[src/rtl/fir_pkg.sv]
// fir_pkg: shared definitions for the pipelined FIR filter.
//   - fir_state_t : control FSM state encoding (INIT, RUN, DRAIN, LOAD)
//   - clog2       : ceiling log2, usable in parameter expressions
//   - sat_shift   : arithmetic right shift followed by saturation to a
//                   signed y_w-bit range, reporting whether clipping occurred
// Values travel through sat_shift at SAT_W bits, so any accumulator up to
// SAT_W bits can be handled without a parameterised function.
package fir_pkg;

  typedef enum logic [1:0] {
    ST_INIT  = 2'd0,
    ST_RUN   = 2'd1,
    ST_DRAIN = 2'd2,
    ST_LOAD  = 2'd3
  } fir_state_t;

  localparam int SAT_W = 64;

  typedef struct packed {
    logic                    sat;
    logic signed [SAT_W-1:0] val;
  } sat_res_t;

  function automatic int clog2(input int value);
    int r;
    r = 0;
    while ((1 << r) < value) r++;
    return r;
  endfunction

  // Shift right arithmetically, then clip into [-2^(y_w-1), 2^(y_w-1)-1].
  function automatic sat_res_t sat_shift(input logic signed [SAT_W-1:0] acc,
                                         input int shift,
                                         input int y_w);
    logic signed [SAT_W-1:0] shifted;
    logic signed [SAT_W-1:0] hi;
    logic signed [SAT_W-1:0] lo;
    sat_res_t                r;
    shifted = acc >>> shift;
    hi      = (64'sd1 <<< (y_w - 1)) - 64'sd1;
    lo      = -(64'sd1 <<< (y_w - 1));
    if (shifted > hi) begin
      r.sat = 1'b1;
      r.val = hi;
    end else if (shifted < lo) begin
      r.sat = 1'b1;
      r.val = lo;
    end else begin
      r.sat = 1'b0;
      r.val = shifted;
    end
    return r;
  endfunction

endpackage

[src/rtl/fir_sat_stage.sv]
// fir_sat_stage: third pipeline stage of the FIR. Registers the scaled and
// saturated accumulator together with its valid and saturation flag.
//
// Build option:
//   FIR_ROUND_EN - when defined and OUT_SHIFT > 0, 2^(OUT_SHIFT-1) is added
//                  before the shift (round half up). Otherwise the shift
//                  truncates. Latency is identical either way.
//
// Ports:
//   clk, reset - clock, synchronous active-high reset
//   en         - advance enable; low while the output is stalled
//   in_valid   - stage-2 valid
//   acc        - stage-2 full precision sum (signed, ACC_W)
//   m_valid    - output valid
//   m_data     - scaled, saturated output (signed, Y_W)
//   m_sat      - m_data was clipped
module fir_sat_stage
  import fir_pkg::*;
#(
  parameter int ACC_W     = 18,
  parameter int Y_W       = 14,
  parameter int OUT_SHIFT = 0
) (
  input  logic                    clk,
  input  logic                    reset,
  input  logic                    en,
  input  logic                    in_valid,
  input  logic signed [ACC_W-1:0] acc,
  output logic                    m_valid,
  output logic signed [Y_W-1:0]   m_data,
  output logic                    m_sat
);

`ifdef FIR_ROUND_EN
  localparam int RND_POS = (OUT_SHIFT > 0) ? OUT_SHIFT - 1 : 0;
  localparam logic signed [SAT_W-1:0] RND_ADD =
    (OUT_SHIFT > 0) ? (64'sd1 <<< RND_POS) : 64'sd0;
`endif

  logic signed [SAT_W-1:0] acc_ext;
  sat_res_t                res;
  logic                    unused_hi;

  always_comb begin
    acc_ext = SAT_W'(acc);
`ifdef FIR_ROUND_EN
    acc_ext = acc_ext + RND_ADD;
`endif
    res = sat_shift(acc_ext, OUT_SHIFT, Y_W);
  end

  // After saturation the upper bits are pure sign extension.
  assign unused_hi = ^res.val[SAT_W-1:Y_W];

  // Data only moves for real samples so m_data/m_sat stay on the last
  // delivered value across bubbles and stalls.
  always_ff @(posedge clk) begin
    if (reset) begin
      m_valid <= 1'b0;
      m_data  <= '0;
      m_sat   <= 1'b0;
    end else if (en) begin
      m_valid <= in_valid;
      if (in_valid) begin
        m_data <= res.val[Y_W-1:0];
        m_sat  <= res.sat;
      end
    end
  end

endmodule

[src/rtl/fir_pipe_param.sv]
// fir_pipe_param: parametrised, pipelined direct-form FIR filter
//   y[n] = sum_{k=0}^{NTAPS-1} h[k] * x[n-k]
// with valid/ready streaming on input and output, an addressed coefficient
// reload that first drains the pipeline, and output scaling with saturation.
//
// Pipeline (3 registers after the accepting edge):
//   stage 1 - NTAPS products of the window {s_data, delay line}
//   stage 2 - full precision ACC_W sum
//   stage 3 - shift/round/saturate (fir_sat_stage)
// The whole pipeline and the delay line hold while m_valid && !m_ready.
//
// Build option: FIR_ROUND_EN enables round-half-up before the output shift
// (see fir_sat_stage).
//
// Ports:
//   clk, reset           - clock, synchronous active-high reset
//   s_valid/s_data       - input sample x[n] (signed, X_W)
//   s_ready              - sample accepted this cycle when s_valid is high
//   coef_start           - one-cycle reload request (honoured in RUN)
//   coef_valid/coef_data - coefficient words h[0]..h[NTAPS-1] (signed, C_W)
//   coef_ready           - coefficient word accepted this cycle
//   m_valid/m_data/m_sat - output sample (signed, Y_W) and clip flag
//   m_ready              - downstream accepts the output
//
// state | meaning
// ------+-------------------------------------------------------------
// INIT  | one cycle after reset; no transfers accepted
// RUN   | streaming; samples accepted while not stalled
// DRAIN | reload requested; wait for every pipeline valid to clear
// LOAD  | accept NTAPS coefficient words, then clear history and RUN
module fir_pipe_param
  import fir_pkg::*;
#(
  parameter int X_W       = 8,
  parameter int C_W       = 6,
  parameter int NTAPS     = 10,
  parameter int Y_W       = 14,
  parameter int OUT_SHIFT = 0,
  parameter int ACC_W     = X_W + C_W + clog2(NTAPS)
) (
  input  logic                  clk,
  input  logic                  reset,
  input  logic                  s_valid,
  input  logic signed [X_W-1:0] s_data,
  output logic                  s_ready,
  input  logic                  coef_start,
  input  logic                  coef_valid,
  input  logic signed [C_W-1:0] coef_data,
  output logic                  coef_ready,
  output logic                  m_valid,
  output logic signed [Y_W-1:0] m_data,
  output logic                  m_sat,
  input  logic                  m_ready
);

  localparam int P_W   = X_W + C_W;
  localparam int CNT_W = (clog2(NTAPS) > 0) ? clog2(NTAPS) : 1;
  localparam logic [CNT_W-1:0] LAST_IDX = CNT_W'(NTAPS - 1);

  fir_state_t state, state_nxt;

  logic [CNT_W-1:0]        cnt;
  logic signed [C_W-1:0]   h    [NTAPS];
  logic signed [X_W-1:0]   dl   [NTAPS-1];
  logic signed [X_W-1:0]   win  [NTAPS];
  logic signed [P_W-1:0]   prod [NTAPS];
  logic signed [ACC_W-1:0] sum;
  logic signed [ACC_W-1:0] acc;
  logic                    v1, v2;
  logic                    stall;
  logic                    s_accept;
  logic                    coef_wr;
  logic                    load_done;
  logic                    pipe_empty;

  assign stall      = m_valid && !m_ready;
  assign s_accept   = s_valid && s_ready;
  assign coef_wr    = coef_valid && coef_ready;
  assign load_done  = coef_wr && (cnt == LAST_IDX);
  assign pipe_empty = !v1 && !v2 && !m_valid;

  always_ff @(posedge clk) begin
    if (reset) state <= ST_INIT;
    else       state <= state_nxt;
  end

  always_comb begin
    state_nxt  = state;
    s_ready    = 1'b0;
    coef_ready = 1'b0;
    case (state)
      ST_INIT:  state_nxt = ST_RUN;
      ST_RUN: begin
        s_ready = !stall;
        // A sample offered alongside coef_start is still taken.
        if (coef_start) state_nxt = ST_DRAIN;
      end
      ST_DRAIN: if (pipe_empty) state_nxt = ST_LOAD;
      ST_LOAD: begin
        coef_ready = 1'b1;
        if (load_done) state_nxt = ST_RUN;
      end
      default:  state_nxt = ST_INIT;
    endcase
  end

  // Coefficient bank and write pointer; cnt sits at 0 outside LOAD so each
  // LOAD starts from h[0].
  always_ff @(posedge clk) begin
    if (reset) begin
      cnt <= '0;
      for (int k = 0; k < NTAPS; k++) h[k] <= '0;
    end else if (state != ST_LOAD) begin
      cnt <= '0;
    end else if (coef_wr) begin
      for (int k = 0; k < NTAPS; k++)
        if (cnt == CNT_W'(k)) h[k] <= coef_data;
      cnt <= load_done ? '0 : cnt + CNT_W'(1);
    end
  end

  // Delay line x[n-1]..x[n-NTAPS+1]; new coefficients start from zero history.
  always_ff @(posedge clk) begin
    if (reset || load_done) begin
      for (int k = 0; k < NTAPS - 1; k++) dl[k] <= '0;
    end else if (s_accept) begin
      dl[0] <= s_data;
      for (int k = 1; k < NTAPS - 1; k++) dl[k] <= dl[k-1];
    end
  end

  always_comb begin
    win[0] = s_data;
    for (int k = 1; k < NTAPS; k++) win[k] = dl[k-1];
  end

  always_comb begin
    sum = '0;
    for (int k = 0; k < NTAPS; k++) sum = sum + ACC_W'(prod[k]);
  end

  always_ff @(posedge clk) begin
    if (reset) begin
      v1  <= 1'b0;
      v2  <= 1'b0;
      acc <= '0;
      for (int k = 0; k < NTAPS; k++) prod[k] <= '0;
    end else if (!stall) begin
      v1 <= s_accept;
      for (int k = 0; k < NTAPS; k++)
        prod[k] <= P_W'(h[k]) * P_W'(win[k]);
      v2  <= v1;
      acc <= sum;
    end
  end

  fir_sat_stage #(
    .ACC_W    (ACC_W),
    .Y_W      (Y_W),
    .OUT_SHIFT(OUT_SHIFT)
  ) u_sat (
    .clk     (clk),
    .reset   (reset),
    .en      (!stall),
    .in_valid(v2),
    .acc     (acc),
    .m_valid (m_valid),
    .m_data  (m_data),
    .m_sat   (m_sat)
  );

endmodule
[config.mk]
export PLATFORM = sky130hd
export DESIGN_NAME = fir_pipe_param
export DESIGN_NICKNAME = d
export VERILOG_FILES = /design/src/rtl/fir_pkg.sv /design/src/rtl/fir_sat_stage.sv /design/src/rtl/fir_pipe_param.sv
export SDC_FILE = /design/constraint.sdc
export NUM_CORES = 2
export LEC_CHECK = 0
export BUFFER_PORTS_ARGS = -buffer_cell sky130_fd_sc_hd__buf_2
export CAP_MARGIN = 20
export CORE_AREA = 5 5 230 232
export DETAILED_ROUTE_END_ITERATION = 7
export DIE_AREA = 0 0 235 237
export GPL_ROUTABILITY_DRIVEN = 0
export HOLD_SLACK_MARGIN = 0.06
export PLACE_DENSITY_LB_ADDON = 0.12
export SLEW_MARGIN = 5
export SYNTH_ARGS = -nofsm -noshare
export SYNTH_HDL_FRONTEND = slang
export SYNTH_SLANG_ARGS = --single-unit
[constraint.sdc]
create_clock -name clk -period 11.3 [get_ports clk]
set_input_delay 0.565 -clock clk [delete_from_list [all_inputs] [get_ports clk]]
set_output_delay 0.565 -clock clk [all_outputs]
set_load 0.005 [all_outputs]
==> flow_metrics.py <==
metrics = {
    "sta": {
        "drv_slew": 0,
        "finalSetupViolations": 0,
        "slew_headroom": 0.323,
        "hold_viol": 0,
        "tns_ps": 0,
        "period_share": 0.434,
        "tightest_slew_ps": 1010,
        "finalCriticalPeriod_ps": 4900,
        "fmax_ghz": 0.204,
        "rsz0062_at_grt": "no",
        "finClkSkew_ps": 15.5,
    },
    "yosys": {
        "synth-compound-area-share": 0.0545,
        "async_flop_share": 0,
        "synth_top_family_by_area": "adder cells",
        "synthFlopType": "edfxtp_1",
        "ys_ff_latch": 314,
        "yosys.area.top_type": "fa_1",
        "synth_top_cell_area_share": 0.289,
        "yosys_warnings": 0,
        "synth_mux_area_frac": 0.000714,
        "synth.top_cells.by_area": "fa_1 29%, edfxtp_1 26%, ha_1 11%, and2_1 7.4%, inv_1 6.0%",
        "synthDistinctLibCells": 58,
        "syn_avg_cell_area_um2": 10.7,
        "synth_edf_count": 272,
        "synthAdderAreaFrac": 0.399,
        "synth.yosys.seq_area_share": 0.285,
        "synth_cells": 2955,
        "synthSimpleGateAreaFrac": 0.153,
        "syn_area_um2": 31600,
        "syn_nets": 3709,
        "synth_xor_area_frac": 0.0411,
    },
    "floorplanning": {
        "rows": 83,
        "ios": 38,
        "fp.dieH_um": 237,
        "core_area_um2": 50800,
        "dieArea_um2": 55700,
        "die_w_um": 235,
        "start_util": 0.621,
    },
    "clocking": {
        "cts_buffer_depth": 3,
        "cts_setup_buffers": 0,
        "cts_hold_buf": 0,
        "clockRootBuffer": "clkbuf_16",
        "cts_tree": "yes",
        "cts.sinks": 314,
        "cts-resized-gates": 0,
        "cts_max_level": 2,
        "clk_pin_slew_ps": 60,
        "cts_buffers": 38,
        "clkLatencyLatePin_ps": 560,
    },
    "worst_setup_path": {
        "crit_chain": "fa_1 -> inv_1 -> fa_1 -> fa_1 -> inv_1 -> fa_1 -> inv_1 -> fa_1 -> inv_1 -> ha_1 -> a21oi_1 -> nand2b_1 -> o221ai_1 -> o211ai_1 -> or3_1 -> nand3_1",
        "critPathMaxFanout": 6,
        "critical-path-top-cell-by-count": "fa_1",
        "crit_slowest_cell": "fa_1",
        "critPathCaptureType": "flop",
        "cp_num_buf_inv": 4,
        "crit_family": "adder cells",
        "critPathKind": "reg -> reg",
        "start_kind": "flop",
        "worstPathArrival_ps": 5400,
        "crit_path_max_incr_delay_ps": 540,
        "required_ps": 11790,
    },
    "cells_and_area": {
        "fillers": 3877,
        "multi_input_area_um2": 20500,
        "areaGrowthSynthToFinish_pct": 7.05,
        "area.sequential_um2": 9010,
        "diodes": 0,
        "fin_nets": 3748,
        "drive_gt1_frac": 0.0374,
    },
    "drt": {
        "wl_per_cell_um": 18.8,
        "drt-total-wl_mm": 69.8,
        "drtIter0Drc": 1423,
        "via_per_inst": 5.48,
        "drtAntennaViolNets": 0,
        "drc": 0,
        "via_count": 20300,
        "drt-pass1-iter-count": 5,
    },
    "grt": {
        "grt_pass1_vias": 21600,
        "grt_max_degree": 85,
        "met1_usage": 0.363,
        "grtUsageMet3": 0.0326,
        "grt_antenna_before_repair": 2,
        "gr-max-usage-layer": "met2",
        "grt_pass1_wl_mm": 115,
        "grtUsageMet2": 0.439,
        "grt.total_usage": 0.258,
        "grt-ovfl-total": 0,
    },
    "job": {
        "maxCapViolCount": 0,
    },
    "placement": {
        "hpwl_mm": 54.8,
        "numPortBuffers": 37,
    },
    "hold_path": {
        "worstHoldPathType": "in -> reg",
    },
    "run_status": {
        "outcome": "complete, no violations",
    },
}
placed cells by master (no fill, tap or decap), drive strengths merged, types with 11 or more instances in the layout:
cell	instances
inv	510
fa	456
and2	371
ha	278
nand2	277
edfxtp	272
nor2	140
xnor2	108
nand2b	81
a21oi	77
o21ai	56
clkbuf	49
buf	45
dfxtp	42
xor2	40
a21o	31
nand3	20
o211ai	17
a211oi	16
nor3	12
and3	11
o21bai	11
final cells by class:
cell class / count / share of cell area
clock inverters: 20 / 0.00793
repair buffers: 45 / 0.00726
flip-flops and latches: 314 / 0.267
well taps: 680 / 0.0252
clock buffers: 49 / 0.0300
inverters: 505 / 0.0563
multi-input cells: 2090 / 0.607
flip-flops by register name (all words and copies together) (netlist names):
register       count
u_sat.m_data      14
h                 60
dl                72
u_sat.m_valid      1
cnt                4
acc               18
prod             140
v2                 1
u_sat.m_sat        1
v1                 1
state              2
per-layer routing:
layer | routed length (um) | up-vias
li1 | - | 9470
met1 | 30300 | 10300
met2 | 34400 | 487
met3 | 3740 | 101
met4 | 1400 | 0
met5 | 0 | -
worst min-delay path, cell delays in order:
cell	delay, ps
buf_2	100
nand2_1	50
a21oi_1	80
nor2_1	90
metrics by stage:
step | hold WS [ps] | std cells | instance area, um2 | utilization | worst slack (ps)
CTS | 351 | 3703 | 33800 | 0.665 | 6460
finish | 377 | 3703 | 33800 | 0.665 | 6400
detailed placement | 442 | 3634 | 32500 | 0.640 | 6470
global placement | 440 | 3634 | 32500 | 0.640 | 6570
global route | 387 | 3703 | 33800 | 0.665 | 6170
floorplan | 432 | 2955 | 31600 | - | 6780
synthesized netlist by cell type, types with 2 or more instances:
master / count
dfxtp_1: 42
o211a_1: 6
nand2_1: 277
ha_1: 278
nor2b_1: 9
edfxtp_1: 272
fa_1: 456
nand3b_1: 2
buf_2: 2
o21a_1: 8
nor2_1: 139
nor3_1: 12
a21oi_1: 77
o21ai_0: 55
mux2_2: 2
nand4_1: 5
o211ai_1: 17
nand3_1: 20
or3_1: 9
buf_4: 2
o41ai_1: 4
a2111o_1: 2
xnor2_1: 108
a31oi_1: 8
and3_1: 11
nor3b_1: 2
o21bai_1: 10
clkbuf_1: 40
a211oi_1: 15
and2_1: 371
o31a_1: 2
a21o_1: 30
inv_1: 505
a2111oi_0: 2
o2111ai_1: 7
xor2_1: 40
nand2b_1: 81
a41o_1: 6
nor4_1: 2
cell families after synthesis:
family | count (synthesis)
xor+xnor | 148
fa+ha+maj | 734
simple gates | 943
mux | 2
buf+inv | 551
flops | 314
compound gates | 263
worst paths after layout:
kind / from / endpoint / slack [ps] / depth (start not counted)
max: prod[3][13] / acc[17] / 6400 / 16
min: coef_start / state[0] / 380 / 4
max reg2reg: prod[3][13] / acc[17] / 6400 / 16
min reg2reg: u_sat.m_data[0] / u_sat.m_data[0] / 450 / 2
Power is left out: the tool's default activity adds up to more than one toggle a clock period on the data nets, which glitch-free logic cannot reach.
